File: config.mk
export PLATFORM = sky130hd
export DESIGN_NAME = mac_pipe_flat
export DESIGN_NICKNAME = d
export VERILOG_FILES = /design/src/rtl/mac_pipe_if.sv /design/src/rtl/mac_pipe.sv /design/src/flat_wrapper.sv
export SDC_FILE = /design/constraint.sdc
export NUM_CORES = 1
export LEC_CHECK = 0
export ABC_AREA = 1
export BUFFER_PORTS_ARGS = -buffer_cell sky130_fd_sc_hd__buf_2
export CAP_MARGIN = 30
export CORE_MARGIN = 3
export CORE_UTILIZATION = 35
export DETAILED_ROUTE_END_ITERATION = 7
export GPL_TIMING_DRIVEN = 0
export PLACE_DENSITY = 0.48
export SETUP_SLACK_MARGIN = 0.4
export SKIP_CTS_REPAIR_TIMING = 1
export SLEW_MARGIN = 0
export SYNTH_ARGS = -nofsm -noshare
export SYNTH_HDL_FRONTEND = slang
export SYNTH_SLANG_ARGS = --single-unit
File: constraint.sdc
create_clock -name clk -period 3.5 [get_ports clk]
set_input_delay 0.35 -clock clk [delete_from_list [all_inputs] [get_ports clk]]
set_output_delay 0.35 -clock clk [all_outputs]
set_load 0.02 [all_outputs]
File: src/rtl/mac_pipe_if.sv
`default_nettype none
// +----------------------------------------------------------------------+
// | mac_pipe_if : operand/result handshake bundle for mac_pipe           |
// | Rev 1.0                                                              |
// +----------------------------------------------------------------------+
interface mac_pipe_if #(
  parameter int DATA_W = 16,
  parameter int ACC_W  = 40
);
  logic                     in_valid;
  logic                     in_ready;
  logic signed [DATA_W-1:0] a;
  logic signed [DATA_W-1:0] b;
  logic signed [DATA_W-1:0] c;
  logic        [1:0]        mode;
  logic                     out_valid;
  logic                     out_ready;
  logic signed [ACC_W-1:0]  result;
  logic                     overflow;

  modport master (
    output in_valid, a, b, c, mode, out_ready,
    input  in_ready, out_valid, result, overflow
  );

  modport slave (
    input  in_valid, a, b, c, mode, out_ready,
    output in_ready, out_valid, result, overflow
  );
endinterface
`default_nettype wire

File: src/rtl/mac_pipe.sv
`default_nettype none
// +----------------------------------------------------------------------+
// | mac_pipe : two-stage signed multiply/accumulate with valid/ready     |
// | Rev 1.0                                                              |
// +----------------------------------------------------------------------+
module mac_pipe #(
  parameter int DATA_W   = 16,
  parameter int ACC_W    = 40,
  parameter bit SATURATE = 1'b1
) (
  input  wire logic   clk,
  input  wire logic   reset_n,
  mac_pipe_if.slave   bus
);

  localparam int PROD_W = 2 * DATA_W;

  localparam logic signed [ACC_W-1:0] C_MAX = {1'b0, {(ACC_W-1){1'b1}}};
  localparam logic signed [ACC_W-1:0] C_MIN = {1'b1, {(ACC_W-1){1'b0}}};

  typedef enum logic [1:0] {
    MODE_MAC  = 2'b00,
    MODE_ACC  = 2'b01,
    MODE_LOAD = 2'b10,
    MODE_READ = 2'b11
  } mode_e;

  // Stage 1 registers
  logic                     s1_valid_q, s1_valid_d;
  logic signed [PROD_W-1:0] prod_q, prod_d;
  logic signed [DATA_W-1:0] addend_q, addend_d;
  mode_e                    mode_q, mode_d;

  // Stage 2 / architectural registers
  logic                     out_valid_q, out_valid_d;
  logic signed [ACC_W-1:0]  result_q, result_d;
  logic signed [ACC_W-1:0]  acc_q, acc_d;
  logic                     ovf_q, ovf_d;

  logic                     w_advance;
  logic signed [PROD_W-1:0] w_prod_in;
  logic signed [ACC_W:0]    w_prod_x;
  logic signed [ACC_W:0]    w_addend_x;
  logic signed [ACC_W:0]    w_acc_x;
  logic signed [ACC_W:0]    w_sum;
  logic                     w_sum_ovf;
  logic signed [ACC_W-1:0]  w_sum_fit;

  // A full stage 2 that cannot drain freezes the whole pipe.
  assign w_advance    = bus.out_ready | ~out_valid_q;
  assign bus.in_ready = w_advance;

  // Operands widened before multiplying so the most-negative square is exact.
  assign w_prod_in = PROD_W'(bus.a) * PROD_W'(bus.b);

  assign w_prod_x   = (ACC_W+1)'(prod_q);
  assign w_addend_x = (ACC_W+1)'(addend_q);
  assign w_acc_x    = (ACC_W+1)'(acc_q);

  assign w_sum     = w_prod_x + ((mode_q == MODE_ACC) ? w_acc_x : w_addend_x);
  assign w_sum_ovf = w_sum[ACC_W] ^ w_sum[ACC_W-1];

  generate
    if (SATURATE) begin : g_sat
      assign w_sum_fit = w_sum_ovf ? (w_sum[ACC_W] ? C_MIN : C_MAX)
                                   : w_sum[ACC_W-1:0];
    end else begin : g_wrap
      assign w_sum_fit = w_sum[ACC_W-1:0];
    end
  endgenerate

  always_comb begin
    s1_valid_d = s1_valid_q;
    prod_d     = prod_q;
    addend_d   = addend_q;
    mode_d     = mode_q;
    if (w_advance) begin
      s1_valid_d = bus.in_valid;
      if (bus.in_valid) begin
        prod_d   = w_prod_in;
        addend_d = bus.c;
        mode_d   = mode_e'(bus.mode);
      end
    end
  end

  always_comb begin
    out_valid_d = out_valid_q;
    result_d    = result_q;
    acc_d       = acc_q;
    ovf_d       = ovf_q;
    if (w_advance) begin
      out_valid_d = s1_valid_q;
      if (s1_valid_q) begin
        case (mode_q)
          MODE_MAC: begin
            result_d = w_sum_fit;
            ovf_d    = ovf_q | w_sum_ovf;
          end
          MODE_ACC: begin
            result_d = w_sum_fit;
            acc_d    = w_sum_fit;
            ovf_d    = ovf_q | w_sum_ovf;
          end
          MODE_LOAD: begin
            // LOAD restarts the sticky flag from this operation alone.
            result_d = w_sum_fit;
            acc_d    = w_sum_fit;
            ovf_d    = w_sum_ovf;
          end
          default: begin
            result_d = acc_q;
          end
        endcase
      end
    end
  end

  always_ff @(posedge clk or negedge reset_n) begin
    if (!reset_n) begin
      s1_valid_q  <= 1'b0;
      prod_q      <= '0;
      addend_q    <= '0;
      mode_q      <= MODE_MAC;
      out_valid_q <= 1'b0;
      result_q    <= '0;
      acc_q       <= '0;
      ovf_q       <= 1'b0;
    end else begin
      s1_valid_q  <= s1_valid_d;
      prod_q      <= prod_d;
      addend_q    <= addend_d;
      mode_q      <= mode_d;
      out_valid_q <= out_valid_d;
      result_q    <= result_d;
      acc_q       <= acc_d;
      ovf_q       <= ovf_d;
    end
  end

  assign bus.out_valid = out_valid_q;
  assign bus.result    = result_q;
  assign bus.overflow  = ovf_q;

endmodule
`default_nettype wire
File: src/flat_wrapper.sv
// flat-port wrapper written by rule: the top's interface ports become plain ports
module mac_pipe_flat 
#(
  parameter int DATA_W   = 16,
  parameter int ACC_W    = 40,
  parameter bit SATURATE = 1'b1
)
  (clk, reset_n, bus_in_valid, bus_a, bus_b, bus_c, bus_mode, bus_out_ready, bus_in_ready, bus_out_valid, bus_result, bus_overflow);
  mac_pipe_if #(.DATA_W(DATA_W), .ACC_W(ACC_W)) bus_i ();
  input  wire logic clk;
  input  wire logic reset_n;
  input wire logic [$bits(bus_i.in_valid)-1:0] bus_in_valid;
  input wire logic [$bits(bus_i.a)-1:0] bus_a;
  input wire logic [$bits(bus_i.b)-1:0] bus_b;
  input wire logic [$bits(bus_i.c)-1:0] bus_c;
  input wire logic [$bits(bus_i.mode)-1:0] bus_mode;
  input wire logic [$bits(bus_i.out_ready)-1:0] bus_out_ready;
  output wire logic [$bits(bus_i.in_ready)-1:0] bus_in_ready;
  output wire logic [$bits(bus_i.out_valid)-1:0] bus_out_valid;
  output wire logic [$bits(bus_i.result)-1:0] bus_result;
  output wire logic [$bits(bus_i.overflow)-1:0] bus_overflow;
  assign bus_i.in_valid = bus_in_valid;
  assign bus_i.a = bus_a;
  assign bus_i.b = bus_b;
  assign bus_i.c = bus_c;
  assign bus_i.mode = bus_mode;
  assign bus_i.out_ready = bus_out_ready;
  assign bus_in_ready = bus_i.in_ready;
  assign bus_out_valid = bus_i.out_valid;
  assign bus_result = bus_i.result;
  assign bus_overflow = bus_i.overflow;
  mac_pipe #(.DATA_W(DATA_W), .ACC_W(ACC_W), .SATURATE(SATURATE)) u_core (.clk(clk), .reset_n(reset_n), .bus(bus_i));
endmodule
# After elaboration in Yosys (flattened, before gate mapping)
# Cells that the tools add are included.
dict set report totals {
  reg_bits 133
  input_bits 54
  out_inout_bits 43
  word_cells 30
}
dict set report op_classes {
  n_addsub 1
  multipliers 1
  n_eq_ne 2
  mux 5
  bitwise_logic 4
  reduce_logical 9
}
# op count
set ops {}
lappend ops {{$mux 40} 3}
lappend ops {{$add 32x41->41} 1}
lappend ops {{$mux 41} 1}
lappend ops {{$mul 16x16->32} 1}
lappend ops {{$reduce_and 3->1} 2}
lappend ops {{$reduce_and 2->1} 2}
lappend ops {{$reduce_or 2->1} 2}
lappend ops {{$reduce_or 3->1} 1}
lappend ops {{$eq 2x1->1 const B} 1}
lappend ops {{$eq 2x2->1 const B} 1}
lappend ops {{$logic_not 2->1} 1}
lappend ops {{$or 1x1->1} 2}
lappend ops {{$pmux 1 s2} 1}
lappend ops {{$reduce_bool 2->1} 1}
lappend ops {{$not 1->1} 1}
lappend ops {{$xor 1x1->1} 1}

# Depth between registers and ports, before layout
dict set report logic_depth {
  word_depth 6
  ltp_mapped 26
  ltp_nobuf 24
}

# Worst setup path after synthesis
# No wires, ideal clock.
dict set report synth_timing {
  kind {input to register}
  start {input bus_b[3]}
  end {register u_core.prod_q[27]}
  setup_time_ns 0.118
  t_arrival_ns 5.661
  required_ns 3.382
  slack_ns -2.279
  stages 21
  path_buffers 2
  path_cell_list {clkbuf_1 clkbuf_1 nand2_1 inv_1 fa_1 fa_1 fa_1 fa_1 fa_1 inv_1 fa_1 inv_1 ha_1 a21oi_1 o21ai_0 a31oi_1 nand3_1 a21o_1 or2_2 nand3_1 nand2_1}
}
dict set report synth_via {
  elab_chain_len 1
}
# item line_no
set synth_lines {}
lappend synth_lines {{start: declaration} flat_wrapper.sv:14} ;# input wire logic [$bits(bus_i.b)-1:0] bus_b;
lappend synth_lines {{$mul 16x16->32} mac_pipe.sv:54} ;# assign w_prod_in = PROD_W'(bus.a) * PROD_W'(bus.b);
lappend synth_lines {{end signal: assignment} mac_pipe.sv:131} ;# prod_q <= prod_d;
lappend synth_lines {{end: declaration} mac_pipe.sv:30} ;# logic signed [PROD_W-1:0] prod_q, prod_d;
# Every way passes these cells.
# A chain may end at the register's enable or synchronous reset.

# Worst setup path in the final report
dict set report layout_timing {
  start {input bus_b[9]}
  end {register u_core.prod_q[31]}
}
# The elaborated chain is that of the path after synthesis.

==> impl_results.md <==
- Status: complete, but fails checks
- Failing checks: setup timing
- WL per Instance: around 18 um
- Register area share after synthesis: 0.1698
- Synth warn: 0
- CP Max Fanout: 7
- Tot GR Track Use: 0.2202
- Area grow syn2layout: 35.02%
- Fmax: roughly 0.19 GHz
- RSZ-0062 raised after global routing: yes
- Final estimated routing congestion in global placement: between 0.9 and 1
- Worst Max-Slew Pin Slew: 0.8941 ns
- Clock Path Buffers: 2
- Post-synth EDFFs: 0
- Synth Flop Type: dfrtp_1
- Initial antenna violation count: 0
- Pre-Repair DR Iteration Count: 5
- Clk sink count: 133
- CP arrival: 5.59 ns
- CTS clk-pin slew, worst paths: about 0.07 ns
- # port buffers: 70
- Vias in the first global route: ~18000
- DRT antenna net count: 0
- Core area: between 50000 and 60000 um2
- CP Capture Type: register
- Crit path kind: in -> reg
- # Max-Cap Violations: 0
- Clk_lat worst skew: ~0.45 ns
- CTS tree: yes
- Slew HR: 0.4039
- Remaining global-route overflow: 0
- Total CTS buffers: 17
- R2R cell count: 26
- Synth area leaders: fa_1, nand2_1, dfrtp_1, inv_1, ha_1
- Initial core utilization: 0.3545
- Crit share post-route: 1.504
- Top-count cell post-synth: nand2_1
- Post-DR vias/cell: approximately 4.8
- DRC violations left: 0
- Slew Viols, Final: 0
- Hold Crit Depth: 3
- Worst hold slack: 0.08731 ns
- Ant. Diodes: 0
- Die width: between 200 and 250 um
- Row Count: 86
- Synth top cells by count: nand2_1, inv_1, fa_1
- RR Endpoint: u_core.bus.result[19]$_DFFE_PN0P_
- Htree depth: 4
- Mapped Cells: approximately 2800
- Synthesized cell area: roughly 20000 um2
- CTS root buf: clkbuf_16
- Min-Delay Path Class: in -> reg
- Die area: between 50000 and 60000 um2
- Final Hold Violating Endpoints: 0
- Post-synth ARST share: 1.000
- Post-route minimum period: 5.263 ns
- # IOs: between 90 and 100
- Hold_sp: bus_c[6]
- Worst Setup Slack, final: -1.763 ns
- CP startpoint kind: input port
- FF-to-FF Start: u_core.mode_q[1]$_DFFE_PN0P_
- Synth cell types: 37
- Die H: 242.7 um
- DP Wirelength: 54470 um
- Share of the synthesized area in the top cell type: 0.2686
- WHS Endpoint: u_core.addend_q[6]$_DFFE_PN0P_
- Vias: between 15000 and 20000
- Syn avg cell area: slightly above 7 um2
- Mapped Nets: approximately 3200
- Initial DRC Count: ~830
- DP Worst Slack: -3.088 ns
- Leading area contributor after synthesis: fa_1
- #FFs+latches synth: around 130
- Largest net degree at the start of global routing: 78
- R2r setup slk: ~0.04 ns
- Layout cell share with drive strength beyond 1: 0.2921
- Global-route wire length before repair: around 100000 um
- Fin nets: 3414
- CP required: 3.83 ns
- Final wirelength: 67180 um
- Post-route core utilization: 0.4786
- Clk_skew: 0.01769 ns
- Final setup violating endpoints: 25
## logic make-up after synthesis
| logic type | share of synthesized area |
|---|---|
| xor gates and xnor gates | 0.01787 |
| DFF | 0.1698 |
| adders and majority gates | 0.3483 |
| AOI/OAI and AO/OA | 0.07301 |
| buffers and inverters | 0.1366 |
| and+or+nand+nor | 0.2545 |
## per-layer routing
layer / vias to the layer above / wire length [um] / global-route usage
met4: 0 / 2443 / 0.07452
li1: 8656 / - / -
met1: 8655 / 28750 / 0.2779
met5: - / 0 / 0
met3: 106 / 1762 / 0.01745
met2: 356 / 34230 / 0.3977
## metrics by stage
| step | cells | instance area, um2 | setup TNS [ns] |
|---|---|---|---|
| after floorplan | 2751 | 20490 | -34.14 |
| after global placement | 3569 | 21780 | -130.13 |
| after detailed placement | 3570 | 21810 | -127.54 |
| after CTS | 3602 | 22460 | -117.48 |
| after global routing | 3733 | 26470 | -40.57 |
| final | 3733 | 26470 | -32.43 |
## sequential cells by signal (all words and copies together), names as in the netlist
name,cells
u_core.bus.out_valid,1
u_core.bus.result,40
u_core.s1_valid_q,1
u_core.addend_q,16
u_core.prod_q,32
u_core.bus.overflow,1
u_core.acc_q,40
u_core.mode_q,2
## worst max path at each step
stage,startpoint,endpoint,cells after the start
2_1_floorplan,bus_b[3],u_core.prod_q[27]$_DFFE_PN0P_,21
3_3_place_gp,bus_a[12],u_core.prod_q[24]$_DFFE_PN0P_,21
3_5_place_dp,bus_a[12],u_core.prod_q[24]$_DFFE_PN0P_,21
4_1_cts,bus_a[12],u_core.prod_q[24]$_DFFE_PN0P_,21
5_1_grt,bus_b[15],u_core.prod_q[31]$_DFFE_PN0P_,23
6_report,bus_b[9],u_core.prod_q[31]$_DFFE_PN0P_,23
## worst max-delay path: stages
cell and delay [ns]:
buf_4 0.18, buf_8 0.14, nand2_1 0.06, fa_1 0.47
inv_1 0.05, fa_1 0.49, fa_1 0.55, fa_1 0.53
fa_1 0.53, inv_2 0.04, fa_1 0.51, inv_2 0.05
ha_4 0.30, nand2_4 0.06, inv_4 0.06, nand2_4 0.05
nor3_4 0.22, nand4_1 0.25, nand3_4 0.16, a21oi_1 0.09
or2_2 0.27, nand3_1 0.09, nand2_1 0.06
## placed cells by master, fill, tap and decap left out, types with 7 or more instances in the layout
cell       instances
a21oi_1           96
fa_2              26
nor2_4            34
buf_4            102
a21oi_2           34
ha_1              68
clkbuf_1          34
fa_1             237
nand2_1          708
nand3_1           45
buf_6             28
nand4_1           24
a21oi_4           22
o21ai_0           31
dfrtp_1          133
buf_8             32
xor2_1            21
nor2_1            90
inv_1            531
ha_4              39
ha_2              18
nand3_4           10
or2_2             12
nor2_2            13
o21ai_1           50
inv_2             51
nand2_2          132
o21ai_2            8
buf_12            34
clkbuf_16         26
or2_4              7
buf_2             66
a21o_1            10
o21bai_1           7
xnor2_1           14
nand2_4           75
nand3_2           50
## layout make-up
class | count | area, um2
Fill cell | 5612 | 28840
Clock inverter | 11 | 172.7
Sequential cell | 133 | 3328
Multi-Input combinational cell | 1919 | 16310
Inverter | 586 | 2208
Buffer | 113 | 1340
Tap cell | 748 | 935.9
Timing Repair Buffer | 202 | 1702
Clock buffer | 21 | 470.5
Power is left out: the tool's default activity adds up to more than one toggle a clock period on the data nets, which glitch-free logic cannot reach.
